[src/rtl/pipeline_hazard_ctrl.sv]
// Stall/flush scheduler for the 5-stage pipeline: load-use and branch hazards,
// mult/div busy sequencing, and exception/ERET flush of IF/ID, ID/EX and EX/MEM.
module pipeline_hazard_ctrl #(
  parameter int unsigned MULT_CYCLES = 5,
  parameter int unsigned DIV_CYCLES  = 10,
  parameter int unsigned CNT_W       = 4
) (
  input  logic       clk,
  input  logic       reset,
  input  logic [4:0] RsD,
  input  logic [4:0] RtD,
  input  logic       UseRsD,
  input  logic       UseRtD,
  input  logic       BranchD,
  input  logic [4:0] RegAddrE,
  input  logic       MemtoRegE,
  input  logic       RegWriteE,
  input  logic [4:0] RegAddrM,
  input  logic       MemtoRegM,
  input  logic       MdStartE,
  input  logic       MdTypeE,
  input  logic       MdUseD,
  input  logic       ExcOccurM,
  input  logic       EretM,
  output logic       StallF,
  output logic       StallD,
  output logic       ClrD,
  output logic       ClrE,
  output logic       ClrM,
  output logic       MdBusy
);

  typedef enum logic {IDLE, BUSY} mdState_t;

  // The start cycle already counts as busy, so BUSY lasts N-1 further cycles.
  localparam logic [CNT_W-1:0] MULT_LOAD = CNT_W'(MULT_CYCLES - 1);
  localparam logic [CNT_W-1:0] DIV_LOAD  = CNT_W'(DIV_CYCLES - 1);

  mdState_t         state;
  logic [CNT_W-1:0] cnt;
  logic [CNT_W-1:0] loadVal;
  logic             luHaz, brHaz, mdHaz, stall, flush, mdStart, busyNow;

  always_comb begin
    luHaz = MemtoRegE && RegWriteE && (RegAddrE != '0) &&
            ((UseRsD && (RsD == RegAddrE)) || (UseRtD && (RtD == RegAddrE)));
    brHaz = BranchD &&
            ((RegWriteE && (RegAddrE != '0) && ((RsD == RegAddrE) || (RtD == RegAddrE))) ||
             (MemtoRegM && (RegAddrM != '0) && ((RsD == RegAddrM) || (RtD == RegAddrM))));
    flush   = ExcOccurM || EretM;
    mdStart = MdStartE && !flush;
    busyNow = (state == BUSY) || mdStart;
    mdHaz   = MdUseD && busyNow;
    stall   = luHaz || brHaz || mdHaz;
    loadVal = MdTypeE ? DIV_LOAD : MULT_LOAD;
  end

  always_comb begin
    StallF = 1'b0;
    StallD = 1'b0;
    ClrD   = 1'b0;
    ClrE   = 1'b0;
    ClrM   = 1'b0;
    MdBusy = busyNow && !reset;
    if (reset || flush) begin
      ClrD = 1'b1;
      ClrE = 1'b1;
      ClrM = 1'b1;
    end else if (stall) begin
      StallF = 1'b1;
      StallD = 1'b1;
      ClrE   = 1'b1;
    end
  end

  always_ff @(posedge clk) begin
    if (reset) begin
      state <= IDLE;
      cnt   <= '0;
    end else begin
      case (state)
        IDLE: begin
          if (mdStart && (loadVal != '0)) begin
            state <= BUSY;
            cnt   <= loadVal;
          end
        end
        BUSY: begin
          if (cnt <= CNT_W'(1)) begin
            state <= IDLE;
            cnt   <= '0;
          end else begin
            cnt <= cnt - CNT_W'(1);
          end
        end
        default: begin
          state <= IDLE;
          cnt   <= '0;
        end
      endcase
    end
  end

endmodule

[config.mk]
export PLATFORM = sky130hd
export DESIGN_NAME = pipeline_hazard_ctrl
export DESIGN_NICKNAME = d
export VERILOG_FILES = /design/src/rtl/pipeline_hazard_ctrl.sv
export SDC_FILE = /design/constraint.sdc
export NUM_CORES = 1
export LEC_CHECK = 0
export BUFFER_PORTS_ARGS = -buffer_cell sky130_fd_sc_hd__buf_2
export CAP_MARGIN = 20
export CORE_MARGIN = 4
export CORE_UTILIZATION = 41
export DETAILED_ROUTE_END_ITERATION = 10
export GPL_TIMING_DRIVEN = 0
export PLACE_DENSITY = 0.78
export SETUP_SLACK_MARGIN = 0.2
export SLEW_MARGIN = 40
export SYNTH_ARGS = -nofsm -noshare
export SYNTH_HDL_FRONTEND = slang
export SYNTH_SLANG_ARGS = --single-unit
[constraint.sdc]
create_clock -name clk -period 3.2 [get_ports clk]
set_input_delay 0.8 -clock clk [delete_from_list [all_inputs] [get_ports clk]]
set_output_delay 0.8 -clock clk [all_outputs]
set_load 0.03 [all_outputs]
Word-level counts from Yosys, hierarchy flattened
Cells that the tools add are included.
{"block": "word_totals", "ff_bits": 5, "in_bits": 33, "wordCells": 49}
{"block": "classes", "n_addsub": 1, "magnitude_cmp": 1, "eq_ne": 5, "n_mux": 11, "n_bitwise": 1, "n_reduce_logical": 28}
{"op": "$eq 5x5->1", "n": 4}
{"op": "$logic_and 1x1->1", "n": 14}
{"op": "$mux 4", "n": 3}
{"op": "$reduce_bool 5->1", "n": 2}
{"op": "$logic_or 1x1->1", "n": 9}
{"op": "$pmux 4 s2", "n": 1}
{"op": "$mux 1", "n": 6}
{"op": "$le 4x1->1 const B", "n": 1}
{"op": "$reduce_bool 4->1", "n": 1}
{"op": "$sub 4x1->4 const B", "n": 1}
{"op": "$logic_not 1->1", "n": 2}
{"op": "$ne 2x2->1 const B", "n": 1}
{"op": "$pmux 1 s2", "n": 1}
{"op": "$not 1->1", "n": 1}

Depth between registers and ports, before layout
{"block": "logic_depth", "word_depth": 9, "mapped_depth": 7, "depth_no_buf": 7}

Worst setup path before layout
Ideal clock, no wire load.
{"block": "synth_path", "path_kind": "input-to-output", "from": "input RegAddrE[0]", "to": "output StallF", "arrival_ps": 2289, "required_ps": 2400, "setup_slack_ps": 111, "stages": 5, "n_path_buf": 1, "cell_sequence": "or4_1 o21a_1 a32oi_1 a31oi_1 buf_4"}
{"block": "synth_via", "elab_chain_len": 9, "word_cells_on_any_way": 17, "cone_classes": "eq/ne: 2; mux: 2; reduce/logical: 13"}
{"element": "from (decl)", "line_no": "15", "rtl": "input logic [4:0] RegAddrE,"}
{"element": "$eq 5x5->1 or $reduce_bool 5->1 (tied branches)", "line_no": "46, 48, 45"}
{"element": "$logic_or 1x1->1 or $logic_and 1x1->1 (tied branches)", "line_no": "48", "rtl": "((RegWriteE && (RegAddrE != '0) && ((RsD == RegAddrE) || (RtD == RegAddrE))) ||"}
{"element": "$logic_and 1x1->1", "line_no": "48"}
{"element": "$logic_or 1x1->1", "line_no": "48"}
{"element": "$logic_and 1x1->1", "line_no": "47", "rtl": "brHaz = BranchD &&"}
{"element": "$logic_or 1x1->1 (*) (2 in series)", "line_no": "54", "rtl": "stall = luHaz || brHaz || mdHaz;"}
{"element": "$mux 1 (*) (2 in series)"}
{"element": "to (decl)", "line_no": "25", "rtl": "output logic StallF,"}
Every way passes the cells marked *; elsewhere a longest branch is shown, timed or not.

Final worst setup path
{"block": "layout_path", "from": "input RegAddrE[1]", "to": "output StallF"}
{"block": "layout_via", "elab_chain_len": 9, "word_cells_on_any_way": 17, "cone_classes": "eq/ne: 2; mux: 2; reduce/logical: 13"}
{"element": "$eq 5x5->1 or $reduce_bool 5->1 (tied branches)", "line_no": "46, 48, 45"}
{"element": "$logic_or 1x1->1 or $logic_and 1x1->1 (tied branches)", "line_no": "48"}
{"element": "$logic_and 1x1->1", "line_no": "48"}
{"element": "$logic_or 1x1->1", "line_no": "48"}
{"element": "$logic_and 1x1->1", "line_no": "47"}
{"element": "$logic_or 1x1->1 (*) (2 in series)", "line_no": "54"}
{"element": "$mux 1 (*)", "line_no": "69", "rtl": "end else if (stall) begin"}
{"element": "$mux 1 (*)", "line_no": "65", "rtl": "if (reset || flush) begin"}
Marks and branches as above.

==> key figures <==
Final layout
  – Syn-to-layout area delta: 51.9%
  – Register area: 100 µm²
  – Number of diodes: 0
  – Proportion of layout cells with a drive suffix above 1: 38.9%
  – Final net count: 162
  – Multi-input gate area: 509 µm²
  – Fillcell total: 117

Run
  – Max-cap violations: 0

Power
  – Total power draw: 255 µW
  – Lkg Pwr: 0.384 nW
  – Worst VDD drop: 0.220 mV
  – PD cells: 277 mW/mm²

Placement
  – Gpl congestion: about 0.85
  – IO Port Bufs: 38
  – Worst slack at placement: 0.0221 ns
  – Final HPWL DP: 1.47 mm

Global route
  – Total GRT Usage: 19.9%
  – GR peak layer: met2
  – Initial antenna violation count: 0
  – Vias in the first global route: 710
  – GR Util met2: 31.3%
  – Congestion Overflow GR: 0
  – Met1 GRT Util: 24.2%
  – Largest net degree at the start of global routing: 9
  – GRT met3 Usage: around 8%
  – First-pass GRT wire length: just over 3 mm

Synth
  – Share of the yosys chip area belonging to registers: roughly 17%
  – Distinct cell type count after synthesis: 25
  – Post-synth top area cell: xnor2_1
  – Top FF cell, synth: dfxtp_1
  – Post-synth EDFFs: 0
  – Async set-reset flop share out of synthesis: 0%
  – Synthesis-stage register bit count: 5
  – Cell count after synthesis: 82
  – Synth Cell Area: between 600 and 700 µm²
  – Top cells by count, synth: 21 x xnor2_1, 9 x nor2_1, 6 x nand2_1, 6 x nand3_1
  – YS warnings: 0
  – Synth Area per Inst: 7.39 µm²
  – Syn nets: roughly 120
  – Ranking of synthesized cells by area: xnor2_1 30%, dfxtp_1 17%, nor2_1 5.6%, nand3_1 5.0%, ha_1 4.1%
  – Synth top area share: 30.4%
  – Most frequent cell after synthesis: xnor2_1

Critical path
  – Reg2reg start: cnt[0]
  – CP top delay family: compound AO/OA/AOI/OAI gates
  – Critical Path End Type: output port
  – Worst Reg-to-Reg Cells: 7
  – Critical Path Max Stage Delay: 0.52 ns
  – Worst setup path class: in -> out
  – Slowest CP cell: or4_4
  – CP startpoint kind: input pin
  – Critical path, cell by cell: buf_8, or4_4, o21a_1, a32oi_2, a31oi_4, buf_6, buf_6
  – Req. time, crit path: 2.40 ns
  – Critical path arrival: 2.28 ns
  – Cell repeated most along the worst path: buf_6
  – Critical Path Fanout Max: 2
  – Crit path buffers/inverters: 3
  – Reg2Reg Setup Slack: 1.69 ns
  – Capture point of the worst reg-to-reg path: cnt[3]

CTS
  – Clock slew at reported path FFs: 0.05 ns
  – CTS tree: done
  – Hold-fix buffers, CTS: 0
  – Htree depth: 1
  – Max Buffers Root-to-Sink: 2
  – Clk sink count: 5
  – CTS buffer count: 3
  – Clk_lat worst skew: 0.25 ns
  – Clk root buf: clkbuf_4

Route
  – DRT Pass-1 Iters: 5
  – DRC Markers: 0
  – Final wirelength: 1.89 mm
  – Wire per inst: 13.4 µm
  – Vias: between 700 and 800
  – DR iter-0 viols: 21
  – Routed Antenna Nets: 0
  – Via/cell ratio: 5.32

Floorplan
  – # rows: 13
  – Die area: between 0.002 and 0.0025 mm²
  – Initial core utilization: 44.9%
  – Die X: approximately 46 µm
  – Die Ht: ~46 µm
  – IO Count: 39
  – Core Footprint: 0.00135 mm²

Timing
  – Slew Viols, Final: 0
  – Final hold vios: 0
  – RSZ-0062 raised after global routing: true
  – Tcrit/Tclk final: around 96%
  – Count of final setup violators: 0
  – Fmax achieved: 325 MHz
  – Slew @ Worst Pin: 0.359 ns
  – Clock Skews: between 0.004 and 0.005 ns
  – Max-slew headroom: about three quarters
  – Crit path time final: ~3.1 ns
  – Setup_tns: 0 ns
  – Setup WS post-layout: 0.122 ns

Min path
  – Min-Delay Startpoint: cnt[1]
  – Hold path endpoint: cnt[1]
  – Worst hold path depth: 2
  – Worst min-delay path class: reg -> reg

Status
  – Status: finished, final reports clean
-- area by class of cell --
class                           instances  area share (%)
Buffer                                  2            2.04
Clock buffer                            3            2.45
Clock inverter                          1           0.544
Inverter                                2           0.816
Multi-Input combinational cell         73            55.4
Sequential cell                         5            10.9
Tap cell                               15            2.04
Timing Repair Buffer                   40            25.9
-- state kept, by name, summed over array words and instances, names as in the netlist --
name,cells
cnt,4
state,1
-- timing repair --
| item | in CTS | in global routing |
|---|---|---|
| setup buffers | 1 | 1 |
| pin swaps | 4 | 4 |
| endpoints found under the setup margin | 3 | 3 |
| cloned | 0 | 0 |
| gates resized for setup | 10 | 2 |
-- worst reg2reg max path: cells and delay by family (launching register included) --
family / cells / cell delay (ns)
AOI/OAI and AO/OA: 3 / 0.54
adders and majority gates: 1 / 0.22
buffers and inverters: 1 / 0.06
DFF: 1 / 0.39
and+or+nand+nor: 2 / 0.22
-- power by group --
part           switching, mW  total, mW  internal [mW]
Clock                 0.0273     0.0726         0.0453
Sequential           0.00503     0.0717         0.0666
Combinational         0.0550      0.111         0.0556
-- worst max-delay path by stage --
stage / startpoint / endpoint / cells past startpoint
CTS: RegAddrE[3] / StallF / 7
finish: RegAddrE[1] / StallF / 7
global placement: RegAddrE[0] / StallF / 7
global route: RegAddrE[1] / StallF / 7
detailed placement: RegAddrE[0] / StallF / 7
floorplan: RegAddrE[0] / StallF / 5
-- metal layers --
metal,part of all wire [%],vias to the layer above
met5,0,-
met4,0.74,0
met3,8.4,2
met2,50,32
met1,41,338
li1,-,378
-- stage by stage --
stage	hold slack [ns]	std cells	cell area, µm²	util (%)
final	0.528	141	920	68.1
after global routing	0.578	141	920	68.1
after CTS	0.529	140	905	67.0
after detailed placement	0.518	135	837	62.0
after global placement	0.502	135	837	62.0
after floorplan	0.478	82	628	-
-- cell usage in the layout, fill, tap and decap left out, types with 3 or more instances in the layout --
master and count:
buf_2 34, xnor2_1 21, nor2_1 9, nand2_1 6
nand3_1 6, o21ai_0 5, dfxtp_1 5, a21oi_1 3
nor3_1 3, buf_4 3, buf_6 3, clkbuf_4 3
-- cells by family after synthesis --
family / share of synthesized area [%]
AO/OA/AOI/OAI: 19.0
buffers and inverters: 3.72
flip-flops: 16.5
AND/OR/NAND/NOR: 26.2
adder cells (fa/ha/maj): 4.13
XOR/XNOR: 30.4
Power figures use the tool's default switching activity.
